$ cat src/rtl/popcount_pkg.sv
// Shared definitions for the popcount arbiter: FSM state encoding and
// default word/result widths used by the top level and the bit-count core.
package popcount_pkg;

    // Default request word width and the matching result width. The result
    // must be able to hold WIDTH itself (all-ones word), hence WIDTH+1.
    localparam int DEF_WIDTH = 16;
    localparam int DEF_CW    = $clog2(DEF_WIDTH + 1);

    // Arbiter FSM states. Only one word is in flight at a time:
    // IDLE  - waiting for a request, readies may be granted
    // COUNT - registered word is being counted (exactly one cycle)
    // DONE  - result held on res_* until the consumer accepts it
    typedef enum logic [1:0] {
        IDLE  = 2'd0,
        COUNT = 2'd1,
        DONE  = 2'd2
    } state_e;

endpackage : popcount_pkg

$ cat src/rtl/popcount_core.sv
// Purely combinational population count. Sums the set bits of data_i into a
// CW-bit result; CW is wide enough for an all-ones word, so no overflow.
module popcount_core
    import popcount_pkg::*;
#(
    parameter int WIDTH = DEF_WIDTH,
    parameter int CW    = $clog2(WIDTH + 1)
) (
    input  logic [WIDTH-1:0] data_i,
    output logic [CW-1:0]    count_o
);

    // Ripple sum over all bits; synthesis folds this into an adder tree.
    always_comb begin
        count_o = '0;
        for (int i = 0; i < WIDTH; i++) begin
            count_o = count_o + CW'(data_i[i]);
        end
    end

endmodule : popcount_core

$ cat src/rtl/popcount_arbiter.sv
// Two-requester round-robin arbiter in front of a single shared popcount
// unit. A granted word is registered, counted in one cycle, and the result is
// held on res_* until the consumer takes it.
//
// Handshake rule (all three interfaces): a transfer happens on a rising edge
// where valid and ready are both high; ready never depends on ready of the
// same interface, and a producer must hold valid/data until the transfer.
module popcount_arbiter
    import popcount_pkg::*;
#(
    parameter int WIDTH = DEF_WIDTH,
    parameter int CW    = $clog2(WIDTH + 1)
) (
    input  logic             clk,
    input  logic             rst,
    input  logic             req0_valid,
    input  logic [WIDTH-1:0] req0_data,
    output logic             req0_ready,
    input  logic             req1_valid,
    input  logic [WIDTH-1:0] req1_data,
    output logic             req1_ready,
    output logic             res_valid,
    input  logic             res_ready,
    output logic             res_id,
    output logic [CW-1:0]    res_count,
    output logic             busy,
    output logic [1:0]       dbg_state
);

    state_e           state_q, state_d;
    // Index of the requester granted most recently; a tie goes to the other.
    logic             last_q, last_d;
    logic [WIDTH-1:0] word_q, word_d;
    logic             id_q, id_d;
    logic [CW-1:0]    res_count_q, res_count_d;
    logic             res_id_q, res_id_d;

    logic             grant_valid;
    logic             grant_id;
    logic [CW-1:0]    pop_count;

    // Single shared counter, always looking at the registered word.
    popcount_core #(
        .WIDTH (WIDTH),
        .CW    (CW)
    ) u_core (
        .data_i  (word_q),
        .count_o (pop_count)
    );

    // Grant decision: only in IDLE and never while reset is asserted, so at
    // most one ready can be high and both are low everywhere else.
    always_comb begin
        grant_valid = 1'b0;
        grant_id    = 1'b0;
        req0_ready  = 1'b0;
        req1_ready  = 1'b0;
        if (state_q == IDLE && !rst) begin
            if (req0_valid && req1_valid) begin
                grant_valid = 1'b1;
                grant_id    = ~last_q;
            end else if (req0_valid) begin
                grant_valid = 1'b1;
                grant_id    = 1'b0;
            end else if (req1_valid) begin
                grant_valid = 1'b1;
                grant_id    = 1'b1;
            end
            req0_ready = grant_valid && !grant_id;
            req1_ready = grant_valid &&  grant_id;
        end
    end

    // Next-state logic: capture on grant, count for one cycle, hold result.
    always_comb begin
        state_d     = state_q;
        last_d      = last_q;
        word_d      = word_q;
        id_d        = id_q;
        res_count_d = res_count_q;
        res_id_d    = res_id_q;
        case (state_q)
            IDLE: begin
                if (grant_valid) begin
                    word_d  = grant_id ? req1_data : req0_data;
                    id_d    = grant_id;
                    last_d  = grant_id;
                    state_d = COUNT;
                end
            end
            COUNT: begin
                res_count_d = pop_count;
                res_id_d    = id_q;
                state_d     = DONE;
            end
            DONE: begin
                if (res_ready) begin
                    state_d = IDLE;
                end
            end
            default: begin
                state_d = IDLE;
            end
        endcase
    end

    // State registers; reset drops any in-flight word and makes requester 0
    // the winner of the first tie by pretending requester 1 went last.
    always_ff @(posedge clk) begin
        if (rst) begin
            state_q     <= IDLE;
            last_q      <= 1'b1;
            word_q      <= '0;
            id_q        <= 1'b0;
            res_count_q <= '0;
            res_id_q    <= 1'b0;
        end else begin
            state_q     <= state_d;
            last_q      <= last_d;
            word_q      <= word_d;
            id_q        <= id_d;
            res_count_q <= res_count_d;
            res_id_q    <= res_id_d;
        end
    end

    // Result and status outputs come straight from registered state.
    always_comb begin
        res_valid = (state_q == DONE);
        res_count = res_count_q;
        res_id    = res_id_q;
        busy      = (state_q != IDLE);
        dbg_state = state_q;
    end

endmodule : popcount_arbiter

$ cat config.mk
export PLATFORM = sky130hd
export DESIGN_NAME = popcount_arbiter
export DESIGN_NICKNAME = d
export VERILOG_FILES = /design/src/rtl/popcount_pkg.sv /design/src/rtl/popcount_core.sv /design/src/rtl/popcount_arbiter.sv
export SDC_FILE = /design/constraint.sdc
export NUM_CORES = 1
export LEC_CHECK = 0
export ABC_AREA = 1
export BUFFER_PORTS_ARGS = -buffer_cell sky130_fd_sc_hd__buf_2
export CORE_MARGIN = 2
export CORE_UTILIZATION = 35
export DETAILED_ROUTE_END_ITERATION = 16
export PLACE_DENSITY = 0.57
export SYNTH_ARGS = -nofsm -noshare
export SYNTH_HDL_FRONTEND = slang
export SYNTH_SLANG_ARGS = --single-unit
export TNS_END_PERCENT = 10
$ cat constraint.sdc
create_clock -name clk -period 7.4 [get_ports clk]
set_input_delay 1.48 -clock clk [delete_from_list [all_inputs] [get_ports clk]]
set_output_delay 1.48 -clock clk [all_outputs]
set_load 0.01 [all_outputs]
---- Yosys cells after proc, flatten, opt, wreduce, memory -nomap -nowiden ----
Cells that the tools add are included.
storage, ports and cells
  bits in registers ....................... 26
  word-level logic and storage cells ...... 51
  input port bits ......................... 37
operators by class
  muxes and demuxes ....................... 15
  equal/unequal tests ..................... 4
  add/sub/neg operators ................... 15
  bitwise logic cells ..................... 1
  reductions and logical operators ........ 10
operators with widths
  operator            number
  $add 5x1->5         14
  $mux 16             1
  $mux 1              11
  $pmux 2 s3          1
  $logic_and 1x1->1   4
  $mux 2              2
  $reduce_and 2->1    2
  $add 1x1->2         1
  $eq 2x1->1 const B  1
  $eq 2x2->1 const B  1
  $logic_not 1->1     2
  $logic_not 2->1     1
  $ne 2x1->1 const B  1
  $ne 2x2->1 const B  1
  $reduce_bool 2->1   1
  $not 1->1           1

---- Longest topological paths before layout ----
Gate-level depths: netlist of run 1.
  depth after elaboration ................. 15
  gate-level depth with buffers ........... 15
  mapped depth without buffers ............ 15

---- Modules after synthesis ----
From an unflattened synthesis of run 1, not the netlist that was laid out.
second synthesis, totals
  cell total of the unflattened synthesis .. 231
  area total of the unflattened synthesis .. 1652.8 sq um
modules (own cells, without submodules)
  module            area each (sq um)  instances  cells an instance  sequential area each (sq um)
  popcount_arbiter  1223.7             1          175                520.5
  popcount_core     429.2              1          56                 0.0

---- Worst setup path after synthesis of run 1 ----
No wires, ideal clock.
  kind .................................... register to register
  from .................................... register word_q[0]
  to ...................................... register res_count_q[1] (netlist: res_count[1])
  setup slack ............................. 3.775 ns
  arrival time ............................ 3.510 ns
  data required time ...................... 7.284 ns
  cell stages (with the launch flop) ...... 12
  clock period less this slack ............ 3.625 ns
  cell sequence ........................... dfxtp_1 > ha_1 > inv_1 > fa_1 > fa_1 > fa_1 > fa_1 > fa_1 > inv_1 > fa_1 > o21ai_0 > nor2_1
on the way
  word-level cells in the longest chain between the ends .. 15
RTL lines
  item                       line                     source
  start, declared            popcount_arbiter.sv:33   logic [WIDTH-1:0] word_q, word_d;
  start signal, assigned     popcount_arbiter.sv:120  word_q <= word_d;
  $add 1x1->2                popcount_core.sv:17      count_o = count_o + CW'(data_i[i]);
  $add 5x1->5 (14 in a row)  popcount_core.sv:17
  named net pop_count[1]     popcount_arbiter.sv:40   logic [CW-1:0] pop_count;
  end signal, assigned       popcount_arbiter.sv:122  res_count_q <= res_count_d;
  end, declared              popcount_arbiter.sv:35   logic [CW-1:0] res_count_q, res_count_d;
The timed path passes the listed nets, and every way through them passes these cells.
A chain may end at the register's enable or synchronous reset.

---- Final worst setup path of run 1 ----
  from .................................... input port rst
  to ...................................... output port req1_ready
on the way
  word-level cells in the longest chain between the ends .. 3
RTL lines
  item               line                    source
  start, declared    popcount_arbiter.sv:15  input logic rst,
  $logic_not 1->1    popcount_arbiter.sv:58  if (state_q == IDLE && !rst) begin
  $logic_and 1x1->1  popcount_arbiter.sv:58
  $mux 1             popcount_arbiter.sv:58
  end, declared      popcount_arbiter.sv:21  output logic req1_ready,
No other way between the ends.

==> impl_metrics.py, run 1 <==
metrics = {
    "routing": {
        "wire_per_inst_um": 10.1,
        "drt_pass1_iterations": 4,
        "drc_errors": 0,
        "drt-initial-drc-count": 40,
        "via_count": 1398,
        "vias_per_cell": 4.44,
        "ant_nets": 0,
        "drt_wl_total_um": 3170,
    },
    "logic_synthesis": {
        "synth.largest_area_cell": "dfxtp_1",
        "synthTopCellsByArea": "dfxtp_1, fa_1, inv_1",
        "yosysUniqueCellTypes": 24,
        "seq_area_frac_synth_pct": 31.5,
        "synth.top_cell.area_share_pct": 31.5,
        "ys_ff_latch": 26,
        "netlist_instances": 219,
        "synth.avg_cell_area_um2": 7.54,
        "synth_area_um2": 1650,
        "syn_nets": 271,
        "ys_warn_count": 0,
    },
    "place": {
        "placed_area_um2": 1900,
        "portBuffers": 48,
        "place_congestion": 0.747,
        "place_ws_ns": 2.96,
        "dp_hpwl_um": 2490,
    },
    "floorplanning": {
        "boundaryPins": 49,
        "die_x_um": 72.7,
        "num_rows": 24,
        "dieArea_um2": 5280,
        "core_area_um2": 4440,
        "initial_utilization_pct": 37.2,
        "die_y_um": 72.7,
    },
    "clock_network": {
        "cts_buffers": 3,
        "cts_hold_buf": 0,
        "cts_buffer_depth": 2,
        "cts_sinks": 26,
        "insertion_delay_ns": 0.27,
        "cts_tree": "done",
        "root_buffer": "clkbuf_8",
        "cts_setup_buffers": 0,
        "htree_levels": 1,
        "path_clk_slew_ns": 0.09,
        "cts_resized": 0,
    },
    "layout": {
        "num_antenna_cells": 0,
        "nets": 317,
        "post_route_cells_drive_above_1_share_pct": 29.3,
        "final_common_cell": "inv_1",
        "fillers": 486,
        "syn_to_final_growth_pct": 17.7,
        "regArea_um2": 520,
        "post-route-cell-area_um2": 1940,
        "multi_input_area_um2": 863,
        "final_cell_mix": "inv_1, buf_2, nand2_1",
    },
    "global_routing": {
        "grt_pass1_wl_um": 5490,
        "grt_max_degree": 38,
        "grt_overflow_total": 0,
        "grt_antenna_before_repair": 0,
        "track_usage_pct": 13.0,
        "grt_pass1_vias": 1285,
    },
    "sta": {
        "final-hold-violation-count": 0,
        "hold_ws_ns": 0.478,
        "fin_crit_ns": 4.43,
        "drv_slew": 0,
        "relSlewSlack_pct": 67.4,
        "setup_ws_ns": 2.97,
        "setup_violations": 0,
        "max_freq_mhz": 226,
        "clock_skew_ns": 0.00289,
        "setup_tns_ns": 0,
        "tightestPinTransition_ns": 0.490,
        "fin_crit_sh_pct": 59.9,
        "rsz0062_at_grt": "false",
    },
    "critical_path": {
        "r2r_slack_ns": 3.63,
        "cp.required_ns": 5.92,
        "rr_worst_depth": 11,
        "cp-startpoint": "rst",
        "worstSetupEndpointType": "output pin",
        "crit_path_start_kind": "primary input",
        "crit_type": "in -> out",
        "cp_max_fo": 37,
        "cp_data_arrival_time_ns": 2.95,
        "timing.rr.end": "res_count[1]",
        "endpoint": "req1_ready",
        "r2r_start": "word_q[0]",
    },
    "power": {
        "ir_drop_v": 0.000140,
        "p_leak_nw": 1.04,
        "powerDensity_nw_per_um2": 266,
        "power.total_mw": 0.518,
    },
    "run": {
        "maxCapViolCount": 0,
    },
    "worst_hold_path": {
        "hold_class": "reg -> reg",
        "worst_hold_startpoint": "id_q",
    },
    "outcome": {
        "status": "complete, no violations",
    },
}
==> cell usage after synthesis, drive strengths merged <==
cell and n:
nor2 11, nand2 40, ha 5, clkbuf 2
o21a 1, fa 10, nand3 20, xnor2 1
dfxtp 26, inv 57, buf 5, a21oi 29
o21ai 12
==> how the worst min path moves through the flow <==
stage / to / slack (ns) / cells past startpoint
floorplan: last_q / 0.44 / 2
CTS: word_q[5] / 0.48 / 2
detailed placement: word_q[5] / 0.47 / 2
finish: id_q / 0.48 / 2
global route: word_q[5] / 0.50 / 2
global placement: id_q / 0.46 / 2
==> sequential cells by signal, summed over array words and instances, names as in the netlist <==
signal and flops:
res_count 5, id_q 1, word_q 16, res_id 1, dbg_state 2, last_q 1
==> cells by family after synthesis <==
| kind of cell | Yosys count | synth area share (%) |
|---|---|---|
| and+or+nand+nor | 71 | 20.2 |
| xor gates and xnor gates | 1 | 0.530 |
| buffers and inverters | 64 | 16.2 |
| AOI/OAI and AO/OA | 42 | 15.6 |
| DFF | 26 | 31.5 |
| adders and majority gates | 15 | 15.9 |
==> report_power, final <==
group          switching (mW)  internal [mW]  total [mW]
Combinational           0.151          0.116       0.267
Sequential            0.00939          0.162       0.171
Clock                  0.0433         0.0365      0.0798
==> layout make-up <==
cell class | count | share of cell area, %
timing repair buffer | 48 | 12.4
multi-input combinational | 129 | 44.4
sequential | 26 | 26.8
tap | 52 | 3.35
inverter | 57 | 11.0
clock buffer | 3 | 2.12
==> per-layer routing <==
layer  part of all wire, %  up-vias  GRT usage [%]
met1                    50      600           17.5
met2                    44       38           21.2
met3                   4.9        2           3.73
met4                  0.66        0           1.85
met5                     0        -              0
li1                      -      758              -
==> critical path: stages <==
cell	delay [ns]
buf_2	0.19
inv_2	0.26
nand3_4	0.42
nor2_4	0.40
buf_2	0.20
==> per-stage QoR <==
step                      std cells  util (%)
after floorplan                 219         -
after global placement          312      42.8
after detailed placement        312      42.8
after CTS                       315      43.8
after global routing            315      43.8
final                           315      43.8
(Power assumes the default switching activity.)
==> inputs of run 2 (changes only) <==
clock period = 4.2 ns   (was 7.4 ns; I/O delays follow)
==> run 2 against run 1 <==
Count of clock-buffer cells in the layout stayed put. Flip-flop and latch count unchanged. Via count grew 1.4%. Cell count grew 0.63%. Sequential power increased by 76%. Worst hold slack worse by 0.0074 ns. Die area unchanged. Highest routed layer unchanged.
==> impl_metrics.py, run 2 (same netlist as run 1, synthesis figures left out) <==
metrics = {
    "outcome": {
        "status": "complete, no violations",
    },
    "global_routing": {
        "grt_use_met1_pct": 17.2,
        "grt_antenna_before_repair": 0,
        "grt_use_met2_pct": 23.1,
        "grt_pass1_wl_um": 5720,
        "grt.met3_usage_pct": 3.87,
        "grt_max_degree": 30,
        "grt_overflow_total": 0,
        "track_usage_pct": 13.7,
        "busiest_layer": "met2",
        "grt_pass1_vias": 1338,
    },
    "critical_path": {
        "cp-startpoint": "word_q[0]",
        "cp.required_ns": 4.36,
        "r2r_slack_ns": 0.47,
        "timing.rr.end": "res_count[1]",
        "cp_data_arrival_time_ns": 3.89,
        "cp_max_fo": 2,
        "worstSetupEndpointType": "register",
        "rr_worst_depth": 11,
        "r2r_start": "word_q[0]",
        "crit_type": "reg -> reg",
        "crit_path_start_kind": "register",
    },
    "floorplanning": {
        "dieArea_um2": 5280,
        "boundaryPins": 49,
        "die_y_um": 72.7,
        "die_x_um": 72.7,
        "core_area_um2": 4440,
        "initial_utilization_pct": 37.2,
        "num_rows": 24,
    },
    "clock_network": {
        "root_buffer": "clkbuf_8",
        "path_clk_slew_ns": 0.08,
        "cts_resized": 0,
        "cts_sinks": 26,
        "cts_setup_buffers": 0,
        "cts_hold_buf": 0,
        "cts_tree": "done",
        "insertion_delay_ns": 0.27,
        "cts_buffers": 3,
        "htree_levels": 1,
        "cts_buffer_depth": 2,
    },
    "routing": {
        "wire_per_inst_um": 9.90,
        "ant_nets": 0,
        "drt_pass1_iterations": 4,
        "drt_wl_total_um": 3140,
        "drc_errors": 0,
        "vias_per_cell": 4.47,
        "via_count": 1418,
        "drt-initial-drc-count": 36,
    },
    "place": {
        "place_congestion": 0.796,
        "dp_hpwl_um": 2500,
        "portBuffers": 48,
        "dp.cells": 314,
        "placed_area_um2": 1920,
        "place_ws_ns": 0.458,
    },
    "sta": {
        "fin_crit_ns": 3.73,
        "drv_slew": 0,
        "rsz0062_at_grt": "false",
        "setup_violations": 0,
        "max_freq_mhz": 268,
        "clock_skew_ns": 0.00338,
        "final-hold-violation-count": 0,
        "setup_tns_ns": 0,
        "fin_crit_sh_pct": 88.8,
        "setup_ws_ns": 0.472,
        "tightestPinTransition_ns": 0.361,
        "relSlewSlack_pct": 75.9,
    },
    "layout": {
        "post_route_cells_drive_above_1_share_pct": 29.8,
        "num_antenna_cells": 0,
        "syn_to_final_growth_pct": 18.6,
        "fin_util_pct": 44.1,
        "largest_register": "word_q",
        "post-route-cell-area_um2": 1960,
        "final_cell_mix": "inv_1, buf_2, nand2_1",
        "nets": 319,
        "final_common_cell": "inv_1",
        "final_cells": 317,
        "largest_reg_flops": 16,
    },
    "run": {
        "maxCapViolCount": 0,
    },
    "power": {
        "powerDensity_nw_per_um2": 458,
        "p_leak_nw": 1.05,
        "ir_drop_v": 0.000215,
    },
    "worst_hold_path": {
        "whs_endpoint": "id_q",
        "worst_hold_startpoint": "id_q",
        "hold_class": "reg -> reg",
        "holdPathStages": 2,
    },
}
==> run 2: changes by cell type in the layout (fill, tap and decap cells not counted), sizes merged <==
cell and delta:
buf +2
==> run 2: worst max-delay path by stage <==
stage,to,depth (start not counted)
2_1_floorplan,res_count[1],11
3_3_place_gp,res_count[1],11
3_5_place_dp,res_count[1],11
4_1_cts,res_count[1],11
5_1_grt,res_count[1],11
6_report,res_count[1],11
==> run 2: report_power, final <==
| group | switching, mW | internal [mW] |
|---|---|---|
| Sequential | 0.0165 | 0.285 |
| Combinational | 0.260 | 0.199 |
| Clock | 0.0728 | 0.0642 |
==> run 2: metrics by stage <==
step	power [mW]	hold slack (ns)
finish	0.897	0.471
global route	1.01	0.494
CTS	0.917	0.474
detailed placement	0.775	0.460
global placement	0.769	0.458
floorplan	0.676	0.445
==> run 2: worst max-delay path: stages, from the launching register on <==
cell,delay [ns]
dfxtp_1,0.32
ha_1,0.28
inv_1,0.06
fa_1,0.43
fa_1,0.49
fa_1,0.53
fa_1,0.43
fa_1,0.36
inv_1,0.09
fa_1,0.40
o21ai_0,0.18
nor2_1,0.05
==> run 2: final cells by class <==
class | count | area [um2]
fill | 473 | 2480
multi-input combinational | 129 | 863
clock buffer | 3 | 41.3
tap | 52 | 65.1
inverter | 57 | 214
sequential | 26 | 520
timing repair buffer | 50 | 255
==> run 2: routing by layer <==
layer  up-vias  part of all wire [%]
met5         -                     0
met2        37                    46
met3         4                   5.8
met4         0                   1.0
met1       618                    47
li1        759                     -
==> inputs of run 3 (changes only) <==
BUFFER_PORTS_ARGS = unset   (was -buffer_cell sky130_fd_sc_hd__buf_2)
DONT_BUFFER_PORTS = 1   (was unset)
PLACE_DENSITY = 0.48   (was 0.57)
==> run 3 against run 2 <==
Combinational power fell by 6.6%. Via count is 12% lower. Power up 0.29%. Clock skew rose by 0.0024 ns. Register-to-register slack barely moved.
==> impl_metrics.py, run 3 (same netlist as run 1, synthesis figures left out) <==
metrics = {
    "outcome": {
        "status": "complete, no violations",
    },
    "place": {
        "portBuffers": 0,
        "dp_hpwl_um": 2460,
        "placed_area_um2": 1660,
        "place_congestion": 0.784,
    },
    "routing": {
        "drt_pass1_iterations": 4,
        "vias_per_cell": 4.65,
        "drc_errors": 0,
        "drt-initial-drc-count": 54,
        "drt_wl_total_um": 3150,
        "via_count": 1247,
        "ant_nets": 0,
        "wire_per_inst_um": 11.8,
    },
    "sta": {
        "setup_tns_ns": 0,
        "rsz0062_at_grt": "false",
        "fin_crit_sh_pct": 88.5,
        "clock_skew_ns": 0.00576,
        "drv_slew": 0,
        "final-hold-violation-count": 0,
        "fin_crit_ns": 3.72,
        "hold_ws_ns": 0.472,
        "setup_violations": 0,
        "relSlewSlack_pct": 67.0,
        "tightestPinTransition_ns": 0.495,
        "max_freq_mhz": 269,
    },
    "power": {
        "internal_power_mw": 0.548,
        "power.share.clock_pct": 18.0,
        "pwr-share-seq_pct": 34.4,
        "ir_drop_v": 0.000192,
        "p_leak_nw": 0.842,
        "swShare_pct": 39.1,
        "power_frac_comb_pct": 47.6,
        "powerDensity_nw_per_um2": 523,
        "power_switching_mw": 0.352,
    },
    "clock_network": {
        "path_clk_slew_ns": 0.09,
        "cts_buffer_depth": 2,
        "cts_hold_buf": 0,
        "cts_resized": 0,
        "cts_tree": "done",
        "root_buffer": "clkbuf_8",
        "cts_sinks": 26,
        "cts_setup_buffers": 0,
        "insertion_delay_ns": 0.27,
        "htree_levels": 1,
        "cts_buffers": 3,
    },
    "layout": {
        "post-route-cell-area_um2": 1720,
        "largest_register": "word_q",
        "nets": 269,
        "post_route_cells_drive_above_1_share_pct": 13.9,
        "num_antenna_cells": 0,
        "syn_to_final_growth_pct": 4.02,
        "final_common_cell": "inv_1",
        "largest_reg_flops": 16,
        "fillers": 490,
        "final_cell_mix": "inv_1, nand2_1, dfxtp_1",
    },
    "global_routing": {
        "grt_pass1_vias": 1234,
        "grt_overflow_total": 0,
        "grt_pass1_wl_um": 5620,
        "grt_max_degree": 38,
        "track_usage_pct": 13.7,
        "grt_antenna_before_repair": 0,
    },
    "floorplanning": {
        "num_rows": 24,
        "core_area_um2": 4440,
        "boundaryPins": 49,
        "die_y_um": 72.7,
        "dieArea_um2": 5280,
        "initial_utilization_pct": 37.2,
        "die_x_um": 72.7,
    },
    "critical_path": {
        "crit_type": "reg -> reg",
        "cp.required_ns": 4.37,
        "worstSetupEndpointType": "register",
        "cp_data_arrival_time_ns": 3.89,
        "crit_path_start_kind": "register",
        "cp_max_fo": 2,
    },
    "run": {
        "maxCapViolCount": 0,
    },
    "worst_hold_path": {
        "hold_class": "reg -> reg",
    },
}
## run 3: through the flow
step	setup slack (ns)	std cells	total power, mW	utilization (%)
final	0.481	268	0.899	38.7
after global routing	0.369	268	1.01	38.7
after CTS	0.461	268	0.917	38.7
after detailed placement	0.481	264	0.749	37.4
after global placement	0.508	264	0.748	37.4
after floorplan	0.575	219	0.676	-
## run 3: worst paths after layout
check | start | endpoint | slack, ns | cells past startpoint
max | word_q[0] | res_count[1] | 0.48 | 11
min | id_q | id_q | 0.47 | 2
max reg2reg | word_q[0] | res_count[1] | 0.48 | 11
min reg2reg | id_q | id_q | 0.47 | 2
## run 3: per-layer routing
layer / up-vias / track usage, % / wire, um
met5: - / 0 / 0
met3: 4 / 3.73 / 138
met1: 551 / 17.2 / 1480
met4: 0 / 3.70 / 42
li1: 662 / - / -
met2: 30 / 23.1 / 1490
## run 3: area by class of cell
| type | count | area [um2] | share of cell area (%) |
|---|---|---|---|
| inverters | 57 | 214 | 12.5 |
| clock buffers | 4 | 55.1 | 3.20 |
| well taps | 52 | 65.1 | 3.79 |
| multi-input cells | 129 | 863 | 50.3 |
| flip-flops and latches | 26 | 520 | 30.3 |
## run 3: critical path: stages (launching register included)
cell,delay (ns)
dfxtp_1,0.32
ha_1,0.28
inv_1,0.07
fa_1,0.42
fa_1,0.49
fa_1,0.53
fa_1,0.43
fa_1,0.37
inv_1,0.09
fa_1,0.40
o21ai_0,0.17
nor2_1,0.05
## run 3: power groups by stage
stage / Combinational [mW] / Clock (mW) / Sequential [mW]
3_3_place_gp: 0.433 / 0 / 0.315
3_5_place_dp: 0.433 / 0 / 0.316
4_1_cts: 0.436 / 0.170 / 0.310
6_report: 0.428 / 0.162 / 0.309
2_1_floorplan: 0.365 / 0 / 0.311
5_1_grt: 0.513 / 0.179 / 0.313
